`src/rtl/sqrt_batch_engine.sv`:
```
// Batch integer square root: loads operands, then computes floor(sqrt) and remainder for entries 0..len-1.
// Latency WIDTH/2+2 cycles per word; writes and start requests are dropped while busy.
module sqrt_batch_engine #(
    parameter int WIDTH = 8,
    parameter int DEPTH = 16,
    localparam int AW = $clog2(DEPTH)
) (
    input  logic                 clk,
    input  logic                 resetN,
    input  logic                 wr_en,
    input  logic [AW-1:0]        wr_addr,
    input  logic [WIDTH-1:0]     wr_data,
    input  logic                 st,
    input  logic [AW:0]          n_words,
    input  logic [AW-1:0]        rd_addr,
    output logic [WIDTH/2-1:0]   rd_root,
    output logic [WIDTH/2:0]     rd_rem,
    output logic                 busy,
    output logic                 done,
    output logic [AW-1:0]        cur_addr,
    output logic [2:0]           state
);

    localparam int HW = WIDTH / 2;
    localparam int CW = (HW > 1) ? $clog2(HW) : 1;

    localparam logic [2:0] S_IDLE  = 3'd0;
    localparam logic [2:0] S_FETCH = 3'd1;
    localparam logic [2:0] S_CALC  = 3'd2;
    localparam logic [2:0] S_STORE = 3'd3;
    localparam logic [2:0] S_DONE  = 3'd4;

    localparam logic [CW-1:0] CNT_INIT = CW'(HW - 1);
    localparam logic [AW:0]   DEPTH_L  = (AW + 1)'(DEPTH);
    localparam logic [AW:0]   ONE_L    = (AW + 1)'(1);
    localparam logic [AW-1:0] PTR_ONE  = AW'(1);

    logic [2:0]       r_state;
    logic [AW-1:0]    r_ptr;
    logic [AW:0]      r_len;
    logic [CW-1:0]    r_cnt;
    logic [WIDTH-1:0] r_op;
    logic [HW-1:0]    r_root;
    logic [HW:0]      r_rem;
    logic [HW-1:0]    r_rd_root;
    logic [HW:0]      r_rd_rem;

    logic [WIDTH-1:0] r_opmem  [DEPTH];
    logic [WIDTH:0]   r_resmem [DEPTH];

    logic [AW:0]      w_len_clamped;
    logic [HW+2:0]    w_rem_sh;
    logic [HW+2:0]    w_trial;
    logic             w_ge;
    logic [HW:0]      w_rem_nxt;
    logic [HW-1:0]    w_root_nxt;
    logic             w_last;
    logic             w_wr_ok;
    logic [WIDTH:0]   w_rd_word;

    assign w_len_clamped = (n_words > DEPTH_L) ? DEPTH_L : n_words;

    // One restoring step: bring down the next two operand bits, try subtracting (4*root + 1).
    assign w_rem_sh  = {r_rem, r_op[WIDTH-1 -: 2]};
    assign w_trial   = {1'b0, r_root, 2'b01};
    assign w_ge      = (w_rem_sh >= w_trial);
    // Remainder is bounded by 2*root, so the low HW+1 bits of the difference are exact.
    assign w_rem_nxt = w_ge ? (w_rem_sh[HW:0] - w_trial[HW:0]) : w_rem_sh[HW:0];

    generate
        if (HW > 1) begin : g_root_wide
            assign w_root_nxt = {r_root[HW-2:0], w_ge};
        end else begin : g_root_one
            assign w_root_nxt = w_ge;
        end
    endgenerate

    assign w_last    = ({1'b0, r_ptr} == (r_len - ONE_L));
    assign w_wr_ok   = wr_en && resetN && (r_state == S_IDLE) && ({1'b0, wr_addr} < DEPTH_L);
    assign w_rd_word = r_resmem[rd_addr];

    always_ff @(posedge clk) begin
        if (w_wr_ok) begin
            r_opmem[wr_addr] <= wr_data;
        end
        if (r_state == S_STORE) begin
            r_resmem[r_ptr] <= {r_rem, r_root};
        end
    end

    always_ff @(posedge clk or negedge resetN) begin
        if (!resetN) begin
            r_state   <= S_IDLE;
            r_ptr     <= '0;
            r_len     <= '0;
            r_cnt     <= '0;
            r_op      <= '0;
            r_root    <= '0;
            r_rem     <= '0;
            r_rd_root <= '0;
            r_rd_rem  <= '0;
        end else begin
            r_rd_root <= w_rd_word[HW-1:0];
            r_rd_rem  <= w_rd_word[WIDTH:HW];
            case (r_state)
                S_IDLE: begin
                    if (st) begin
                        r_len <= w_len_clamped;
                        r_ptr <= '0;
                        r_state <= (w_len_clamped == '0) ? S_DONE : S_FETCH;
                    end
                end
                S_FETCH: begin
                    r_op    <= r_opmem[r_ptr];
                    r_root  <= '0;
                    r_rem   <= '0;
                    r_cnt   <= CNT_INIT;
                    r_state <= S_CALC;
                end
                S_CALC: begin
                    r_op   <= r_op << 2;
                    r_root <= w_root_nxt;
                    r_rem  <= w_rem_nxt;
                    if (r_cnt == '0) begin
                        r_state <= S_STORE;
                    end else begin
                        r_cnt <= r_cnt - CW'(1);
                    end
                end
                S_STORE: begin
                    if (w_last) begin
                        r_state <= S_DONE;
                    end else begin
                        r_ptr   <= r_ptr + PTR_ONE;
                        r_state <= S_FETCH;
                    end
                end
                S_DONE: begin
                    r_state <= S_IDLE;
                end
                default: begin
                    r_state <= S_IDLE;
                end
            endcase
        end
    end

    assign busy     = (r_state != S_IDLE);
    assign done     = (r_state == S_DONE);
    assign cur_addr = r_ptr;
    assign state    = r_state;
    assign rd_root  = r_rd_root;
    assign rd_rem   = r_rd_rem;

endmodule
```
`config.mk`:
```
export PLATFORM = sky130hd
export DESIGN_NAME = sqrt_batch_engine
export DESIGN_NICKNAME = d
export VERILOG_FILES = /design/src/rtl/sqrt_batch_engine.sv
export SDC_FILE = /design/constraint.sdc
export NUM_CORES = 1
export LEC_CHECK = 0
export ABC_AREA = 1
export BUFFER_PORTS_ARGS = -buffer_cell sky130_fd_sc_hd__buf_2
export CORE_ASPECT_RATIO = 1.2
export CORE_MARGIN = 5
export CORE_UTILIZATION = 35
export DETAILED_ROUTE_END_ITERATION = 16
export GPL_ROUTABILITY_DRIVEN = 0
export GPL_TIMING_DRIVEN = 0
export HOLD_SLACK_MARGIN = 0.05
export PLACE_DENSITY = 0.56
export SETUP_SLACK_MARGIN = 0.1
export SYNTH_ARGS = -nofsm -noshare
export SYNTH_HDL_FRONTEND = slang
export SYNTH_SLANG_ARGS = --single-unit
```
`constraint.sdc`:
```
create_clock -name clk -period 2.3 [get_ports clk]
set_input_delay 0.115 -clock clk [delete_from_list [all_inputs] [get_ports clk]]
set_output_delay 0.115 -clock clk [all_outputs]
set_load 0.005 [all_outputs]
```
==> flow_summary.ini, run 1 <==
[drt]
wire_per_inst_um = 20.1
wl_met2_um = 18200
top_layer_used = met4
drt-initial-drc-count = 629
drt_first_pass_iters = 5
met1Wirelength_um = 13800
vias_per_cell = 5.01
wirelength_um = 35000
vias = 8736
drtAntennaViolNets = 0
drc = 0
wl_met3_um = 1820

[floorplanning]
die_w_um = 187
fp.coreArea_mm2 = 0.0369
start_util_pct = 35.5
die_h_um = 222
ioPinCount = 43
dieArea_mm2 = 0.0414
rows = 77

[power]
finalPower_uw = 16400
p_per_area_mw_per_mm2 = 1040
leakagePower_uw = 0.00580
peakVddDrop_v = 0.000581

[global_route]
track_usage_pct = 16.5
antenna_found_initial = 0
grt_pass1_vias = 8735
grt_pass1_wl_um = 52600
grt_max_degree = 41
gr-total-overflow = 0

[synthesis]
synth_ff_type = edfxtp_1
synthesis.nets = 1176
synth_cell_types = 37
async_reset_ff_share_pct = 12.8
syn_inst = 1139
synthXorXnorAreaFrac_pct = 0.334
synth_edf_count = 272
syn_avg_cell_area_um2 = 11.5
synth-seq-cells = 312
yosys-top-cells-area = edfxtp_1 62%, dfrtp_1 7.6%, nor2_1 6.2%
yosysWarnings = 0
synthSimpleGateAreaFrac_pct = 14.7
seq_area_frac_synth_pct = 70.0
synth_top_family_by_area = simple AND/OR/NAND/NOR gates
synth_top_area_share_pct = 62.4
synth_top_area_cell = edfxtp_1
synthMuxAreaShare_pct = 0
synthesis.area_mm2 = 0.0131
yosys.area_share.adder_pct = 1.15
synth_compound_area_share_pct = 9.30

[final_layout]
diodes = 0
layout_common_cells = 272 x edfxtp_1, 186 x nand2_1, 182 x nor2_1
layout_commonest_cell = edfxtp_1
finalNetCount = 1279
syn_to_final_growth_pct = 19.6
drive_gt1_share_pct = 17.0

[timing]
min_period_ns = 2.15
worst_pin_slew_ns = 0.766
drv_slew = 0
clock_skew_ns = 0.0170
whs_ns = 0.0529
min_period_over_period_pct = 93.4
rsz0062_at_grt = false
finalWorstSetupSlack_ns = 0.151
max_freq_mhz = 465
final_hold_viol_count = 0
setup_viol_count_final = 0
slew-limit-headroom_pct = 48.9

[clock_tree]
clk_pin_slew_ns = 0.06
htree_levels = 2
clk-insertion-delay-late_ns = 0.51
cts.sinks = 312
numCtsBuffers = 35
clockBufferDepth = 3
cts_root_buffer = clkbuf_16
tritoncts = yes

[outcome]
status = finished, final reports clean

[critical_path]
arrival_ns = 2.32
critPathLaunchType = register
critical_path_peak_fanout = 11
path_class = register to register
crit_path_end_kind = register
worstPathRequired_ns = 2.48

[job]
cap_violations = 0

[placement]
hpwl_um = 23200
place.port_buffers = 39
place_ws_ns = -0.497

[worst_hold_path]
hold_class = input pin to register
-- worst max-delay path: stages (launching register included) --
cell and delay, ns:
dfrtp_1 0.46, buf_4 0.22, inv_2 0.18, buf_4 0.23, ha_1 0.18, nand2_2 0.20
nor2_4 0.32
-- stage by stage --
stage          util [%]  cells  TNS [ns]  cell area, um^2
2_1_floorplan         -   1139         0            13100
3_3_place_gp       37.6   1652    -79.68            13900
3_5_place_dp       37.6   1652    -84.07            13900
4_1_cts            41.6   1730     -1.41            15300
5_1_grt            42.5   1742         0            15700
6_report           42.5   1742         0            15700
-- where the power goes --
| part | leakage, uW | internal (uW) | total (uW) | switching (uW) |
|---|---|---|---|---|
| logic | 0.00230 | 1270 | 3670 | 2390 |
| clock network | 0.000534 | 3110 | 5260 | 2150 |
| registers | 0.00296 | 6840 | 7440 | 601 |
-- cell usage after synthesis (12+ instances only) --
| cell type | instances |
|---|---|
| dfrtp_1 | 40 |
| buf_4 | 16 |
| buf_2 | 20 |
| o21ai_0 | 62 |
| o21ai_1 | 83 |
| nand2_1 | 190 |
| a21oi_1 | 13 |
| inv_1 | 58 |
| o221ai_1 | 20 |
| edfxtp_1 | 272 |
| clkbuf_1 | 16 |
| o211ai_1 | 16 |
| ha_1 | 12 |
| nand3_1 | 39 |
| nor2_1 | 216 |
-- repair_timing --
| item | CTS | global route |
|---|---|---|
| setup endpoints to repair | 277 | 233 |
| endpoints found under the hold margin | 103 | 2 |
| gates resized for setup | 57 | 24 |
| buffers inserted | 2 | 11 |
| pin swaps | 2 | 8 |
| hold buffers | 13 | 1 |
-- logic make-up after synthesis --
logic type      count (synthesis)
compound gates                213
xor+xnor                        5
fa+ha+maj                      12
buf+inv                       127
flops                         312
simple gates                  470
-- routing by layer --
metal	up-vias	GRT usage (%)
li1	4181	-
met1	4243	20.1
met2	247	29.8
met3	65	2.68
met4	0	5.41
met5	-	0
-- final timing paths --
check                      cells after the start                         to                    start  slack, ns
min in group asynchronous                      3       rd_root[3]$_DFF_PN0_                   resetN       0.31
max                                            6  r_resmem[10][6]$_DFFE_PP_  cur_addr[0]$_DFFE_PN0P_       0.15
max in group asynchronous                      3      r_root[1]$_DFFE_PN0N_                   resetN       1.75
min                                            1    r_opmem[2][7]$_DFFE_PP_               wr_data[7]       0.05
max reg2reg                                    6  r_resmem[10][6]$_DFFE_PP_  cur_addr[0]$_DFFE_PN0P_       0.15
min reg2reg                                    2        r_op[1]$_DFFE_PN0N_      r_op[1]$_DFFE_PN0N_       0.49
-- sequential cells by signal (all words and copies together) (netlist names) --
name      count
cur_addr      4
r_rem         5
state         3
r_root        4
r_cnt         2
r_op          8
rd_root       4
r_resmem    144
r_opmem     128
rd_rem        5
r_len         5
-- final cells by class --
class	count	area (um^2)
fillers	3427	21200
flip-flops and latches	312	9180
multi-input cells	700	3600
clock buffers	48	987
repair buffers	66	613
well taps	474	593
plain buffers	55	314
inverters	72	274
clock inverters	15	96.3
Note: power is estimated with default switching activity, not from simulation.
==> run 2: changes to the inputs <==
--- a/config.mk
+++ b/config.mk
@@ -14,6 +14,7 @@
 export GPL_ROUTABILITY_DRIVEN = 0
 export GPL_TIMING_DRIVEN = 0
 export HOLD_SLACK_MARGIN = 0.05
+export MAX_ROUTING_LAYER = met4
 export PLACE_DENSITY = 0.56
 export SETUP_SLACK_MARGIN = 0.1
 export SYNTH_ARGS = -nofsm -noshare
==> flow_summary.ini, run 2 (synthesized netlist as in run 1, its figures left out) <==
[final_layout]
layout_common_cells = 272 x edfxtp_1, 186 x nand2_1, 182 x nor2_1
utilization_pct = 42.4
regMostFlops = r_resmem
layout_commonest_cell = edfxtp_1
multi_input_area_mm2 = 0.00360
diodes = 0
finalNetCount = 1278
syn_to_final_growth_pct = 19.4
largest_reg_flops = 144
reg_top3 = r_resmem x144, r_opmem x128, r_op x8
nFillCells = 3428
register_area_mm2 = 0.00918
drive_gt1_share_pct = 16.9

[floorplanning]
fp.coreArea_mm2 = 0.0369
die_w_um = 187
start_util_pct = 35.5
rows = 77
dieArea_mm2 = 0.0414
die_h_um = 222
ioPinCount = 43

[drt]
drt_first_pass_iters = 5
vias_per_cell = 5.00
wire_per_inst_um = 20.0
drc = 0
vias = 8710
wirelength_um = 34900
drtAntennaViolNets = 0
drt-initial-drc-count = 641

[job]
cap_violations = 0

[timing]
min_period_ns = 2.15
max_freq_mhz = 465
min_period_over_period_pct = 93.4
whs_ns = 0.0601
setup_viol_count_final = 0
rsz0062_at_grt = true
final_hold_viol_count = 0
clock_skew_ns = 0.0173
slew-limit-headroom_pct = 50.5
worst_pin_slew_ns = 0.742
drv_slew = 0

[power]
peakVddDrop_v = 0.000585
p_per_area_mw_per_mm2 = 1040
leakagePower_uw = 0.00579

[global_route]
track_usage_pct = 17.0
grt_pass1_vias = 8724
antenna_found_initial = 0
gr-total-overflow = 0
grt_max_degree = 41
grt_pass1_wl_um = 52700

[clock_tree]
clk-insertion-delay-late_ns = 0.51
cts.sinks = 312
clockBufferDepth = 3
htree_levels = 2
cts_root_buffer = clkbuf_16
tritoncts = yes
numCtsBuffers = 35
clk_pin_slew_ns = 0.06

[critical_path]
crit_top_cell = buf_4
path_class = register to register
path_buf_inv = 3
worst_path_largest_cell_delay_ns = 0.45
path_delay_family = buffers and inverters
critPathLaunchType = register
critical_path_peak_fanout = 11
path_cells = buf_4 > inv_2 > buf_4 > ha_1 > nand2_2 > nor2_4
arrival_ns = 2.32
worstPathRequired_ns = 2.47
cpMaxStageDelayCell = dfrtp_1
crit_path_end_kind = register

[placement]
hpwl_um = 23200
place.port_buffers = 39

[worst_hold_path]
hold_class = input pin to register

[outcome]
status = finished, final reports clean
[run 2: metrics by stage]
| stage | cells | instance area, um^2 | worst slack (ns) | setup TNS [ns] | total power (uW) |
|---|---|---|---|---|---|
| floorplan | 1139 | 13100 | 0.421 | 0 | 9730 |
| global placement | 1652 | 13900 | -0.431 | -79.68 | 11000 |
| detailed placement | 1652 | 13900 | -0.497 | -84.07 | 11100 |
| CTS | 1730 | 15300 | -0.0344 | -1.41 | 16400 |
| global route | 1741 | 15600 | 0.0708 | 0 | 17200 |
| finish | 1741 | 15600 | 0.152 | 0 | 16300 |
[run 2: power breakdown]
group          internal (uW)  leakage [uW]  switching, uW
clock                   3110      0.000534           2140
combinational           1260       0.00230           2390
sequential              6840       0.00296            598
total                  11200       0.00579           5130
[run 2: metal layers]
metal / wire length, um / share of wire (%) / vias to the layer above / GRT usage [%]
li1: - / - / 4189 / -
met1: 13800 / 40 / 4230 / 20.1
met2: 18300 / 53 / 232 / 29.8
met3: 1620 / 4.7 / 59 / 2.68
met4: 1110 / 3.2 / 0 / 5.41
met5: 0 / 0 / - / -
[run 2: final timing paths]
path,cells past startpoint,end,start,slack [ns]
worst max-delay path,6,r_resmem[10][6]$_DFFE_PP_,cur_addr[0]$_DFFE_PN0P_,0.15
worst min-delay path,1,r_opmem[2][7]$_DFFE_PP_,wr_data[7],0.06
worst max register to register,6,r_resmem[10][6]$_DFFE_PP_,cur_addr[0]$_DFFE_PN0P_,0.15
worst min register to register,2,r_op[1]$_DFFE_PN0N_,r_op[1]$_DFFE_PN0N_,0.49
max in group asynchronous,3,r_rem[3]$_DFFE_PN0N_,resetN,1.74
min in group asynchronous,3,rd_root[3]$_DFF_PN0_,resetN,0.32
[run 2: repair_timing]
item | CTS | global route
setup endpoints to repair | 277 | 233
pin swaps | 2 | 8
gates resized for setup | 57 | 23
buffers inserted | 2 | 10
hold buffers | 13 | 1
endpoints found under the hold margin | 103 | 2
[run 2: worst reg2reg max path, cell delays in order (launching register included)]
cell	delay (ns)
dfrtp_1	0.45
buf_4	0.23
inv_2	0.18
buf_4	0.23
ha_1	0.18
nand2_2	0.20
nor2_4	0.33
[run 2: area by class of cell]
| cell class | count | share of cell area (%) |
|---|---|---|
| plain buffers | 55 | 2.01 |
| clock buffers | 48 | 6.31 |
| clock inverters | 15 | 0.616 |
| inverters | 72 | 1.75 |
| multi-input cells | 700 | 23.0 |
| flip-flops and latches | 312 | 58.7 |
| well taps | 474 | 3.79 |
| repair buffers | 65 | 3.79 |
==> run 3: changes to the inputs <==
--- a/config.mk
+++ b/config.mk
@@ -5,10 +5,8 @@
 export SDC_FILE = /design/constraint.sdc
 export NUM_CORES = 1
 export LEC_CHECK = 0
-export ABC_AREA = 1
 export BUFFER_PORTS_ARGS = -buffer_cell sky130_fd_sc_hd__buf_2
 export CORE_ASPECT_RATIO = 1.2
-export CORE_MARGIN = 5
 export CORE_UTILIZATION = 35
 export DETAILED_ROUTE_END_ITERATION = 16
 export GPL_ROUTABILITY_DRIVEN = 0
@@ -17,6 +15,7 @@
 export MAX_ROUTING_LAYER = met4
 export PLACE_DENSITY = 0.56
 export SETUP_SLACK_MARGIN = 0.1
+export SLEW_MARGIN = 20
 export SYNTH_ARGS = -nofsm -noshare
 export SYNTH_HDL_FRONTEND = slang
 export SYNTH_SLANG_ARGS = --single-unit
==> flow_summary.ini, run 3 <==
[outcome]
status = finished, final reports clean

[timing]
min_period_over_period_pct = 92.8
setup_viol_count_final = 0
slew-limit-headroom_pct = 51.4
rsz0062_at_grt = true
max_freq_mhz = 469
worst_pin_slew_ns = 0.728
clock_skew_ns = 0.0147
final_hold_viol_count = 0
min_period_ns = 2.13
drv_slew = 0

[synthesis]
synth-seq-cells = 312
synthTopCellsByCount = 272 x edfxtp_1, 77 x mux4_2, 41 x nor2_1
syn_avg_cell_area_um2 = 19.5
synthesis.nets = 676
yosysWarnings = 0
synth_edf_count = 272
synth_top_area_share_pct = 65.6
synth_ff_type = edfxtp_1
seq_area_frac_synth_pct = 73.7
synth_cell_types = 48
async_reset_ff_share_pct = 12.8
synthesis.area_mm2 = 0.0124
synth_top_area_cell = edfxtp_1
yosys-top-cells-area = edfxtp_1 66%, mux4_2 14%, dfrtp_1 8.0%
yosysMostFrequentCell = edfxtp_1
syn_inst = 639

[final_layout]
largest_reg_flops = 144
regMostFlops = r_resmem
syn_to_final_growth_pct = 22.3
postLayoutCellArea_mm2 = 0.0152
diodes = 0
finalNetCount = 793
layout_common_cells = 272 x edfxtp_1, 77 x mux4_2, 45 x buf_2
layout_commonest_cell = edfxtp_1
final_cells = 1243
nFillCells = 3029
drive_gt1_share_pct = 34.6
reg_top3 = r_resmem x144, r_opmem x128, r_op x8

[floorplanning]
die_h_um = 209
die_w_um = 174
rows = 75
fp.coreArea_mm2 = 0.0350
start_util_pct = 35.6
dieArea_mm2 = 0.0363
ioPinCount = 43

[critical_path]
worstPathRequired_ns = 2.68
rr_endpoint = cur_addr[0]$_DFFE_PN0P_
crit_start = r_len[0]$_DFFE_PN0P_
critical_path_peak_fanout = 8
r2r_start = r_len[0]$_DFFE_PN0P_
reg2reg_slack_ns = 0.17
reg2reg_depth = 7
arrival_ns = 2.52
critPathLaunchType = register
crit_path_end_kind = register
endpoint = cur_addr[0]$_DFFE_PN0P_
path_class = register to register

[placement]
dp_cells = 1142
hpwl_um = 17400
placed_cell_area_mm2 = 0.0133
place.port_buffers = 38

[drt]
wirelength_um = 26800
met1Wirelength_um = 10700
top_layer_used = met4
wl_met2_um = 14700
drt_first_pass_iters = 4
drc = 0
vias_per_cell = 5.07
vias = 6296
wl_met3_um = 823
wire_per_inst_um = 21.5
drtAntennaViolNets = 0
drt-initial-drc-count = 516

[global_route]
gr-total-overflow = 0
grt_pass1_wl_um = 41100
grt_pass1_vias = 6882
antenna_found_initial = 0
track_usage_pct = 15.7
grt_max_degree = 41

[worst_hold_path]
hold_depth = 2
hold_class = input pin to register

[power]
seqPwrFrac_pct = 45.2
peakVddDrop_v = 0.000600
clockPowerShare_pct = 31.8
p_per_area_mw_per_mm2 = 1070
leakagePower_uw = 0.00510
p_int_uw = 11600
p_sw_uw = 4660
combPwrFrac_pct = 23.1
p_sw_share_pct = 28.6

[clock_tree]
clk-insertion-delay-late_ns = 0.50
numCtsBuffers = 34
cts_root_buffer = clkbuf_16
clockBufferDepth = 3
htree_levels = 2
tritoncts = yes
clk_pin_slew_ns = 0.06
cts.sinks = 312

[job]
cap_violations = 0
-- run 3: changes by cell type after synthesis, moves of 14 or more --
| cell | before | now |
|---|---|---|
| mux2i_1 | 0 | 18 |
| o21ai_1 | 83 | 0 |
| nand2_1 | 190 | 30 |
| mux4_2 | 0 | 77 |
| o221ai_1 | 20 | 2 |
| o21ai_0 | 62 | 17 |
| inv_1 | 58 | 18 |
| nor2_1 | 216 | 41 |
| nand3_1 | 39 | 5 |
| buf_2 | 20 | 6 |
-- run 3: cell families after synthesis --
logic type      synth area share [%]
mux                             15.6
flops                           73.7
xor+xnor                       0.704
fa+ha+maj                       1.21
compound gates                  3.04
simple gates                    4.18
buf+inv                         1.63
-- run 3: repair_timing --
action,in CTS,in global routing
endpoints found under the hold margin,163,0
setup buffers,16,4
setup endpoints to repair,287,134
resized for setup,88,19
pin swaps,15,4
hold buffers,20,0
-- run 3: area by class of cell --
cell class / instances / area, um^2 / share of cell area (%)
Buffer: 27 / 164 / 1.08
Inverter: 19 / 71.3 / 0.469
Sequential cell: 312 / 9180 / 60.3
Tap cell: 462 / 578 / 3.80
Multi-Input combinational cell: 281 / 3460 / 22.7
Clock buffer: 51 / 998 / 6.56
Timing Repair Buffer: 81 / 693 / 4.55
Clock inverter: 10 / 73.8 / 0.485
-- run 3: metal layers --
metal  track usage, %  vias up
met5                -        -
met4             4.42        0
met3             2.07       42
met2             28.3      112
met1             18.1     3319
li1                 -     2823
-- run 3: through the flow --
| stage | power, uW | worst slack, ns | hold slack (ns) | TNS (ns) | utilization, % |
|---|---|---|---|---|---|
| 3_3_place_gp | 10600 | -0.997 | 0.331 | -149.14 | 37.8 |
| 6_report | 16300 | 0.167 | 0.201 | 0 | 43.5 |
| 3_5_place_dp | 10800 | -0.666 | 0.345 | -133.34 | 37.9 |
| 5_1_grt | 17000 | 0.0972 | 0.204 | 0 | 43.5 |
| 2_1_floorplan | 9630 | -0.0417 | -0.181 | -1.12 | - |
| 4_1_cts | 16200 | 0.107 | 0.179 | 0 | 43.1 |
-- run 3: worst min path at each step --
stage	start	endpoint	slack, ns
floorplan	resetN	cur_addr[0]$_DFFE_PN0P_	-0.18
global placement	resetN	rd_rem[4]$_DFF_PN0_	0.33
detailed placement	resetN	rd_rem[4]$_DFF_PN0_	0.35
CTS	wr_addr[2]	r_opmem[1][1]$_DFFE_PP_	0.18
global route	rd_addr[3]	rd_root[3]$_DFF_PN0_	0.20
finish	rd_addr[3]	rd_rem[4]$_DFF_PN0_	0.20
-- run 3: worst max-delay path: stages (launching register included) --
cell,delay [ns]
dfrtp_1,0.37
inv_1,0.09
ha_4,0.18
nand2b_1,0.16
a211o_1,0.27
a2111o_1,0.49
and2_4,0.21
mux2_2,0.25
-- run 3: power groups by stage --
stage,Combinational [uW],Sequential (uW),Clock (uW)
after floorplan,2380,7250,0
after global placement,3180,7450,0
after detailed placement,3290,7510,0
after CTS,3550,7400,5290
after global routing,4120,7420,5510
final,3760,7360,5180
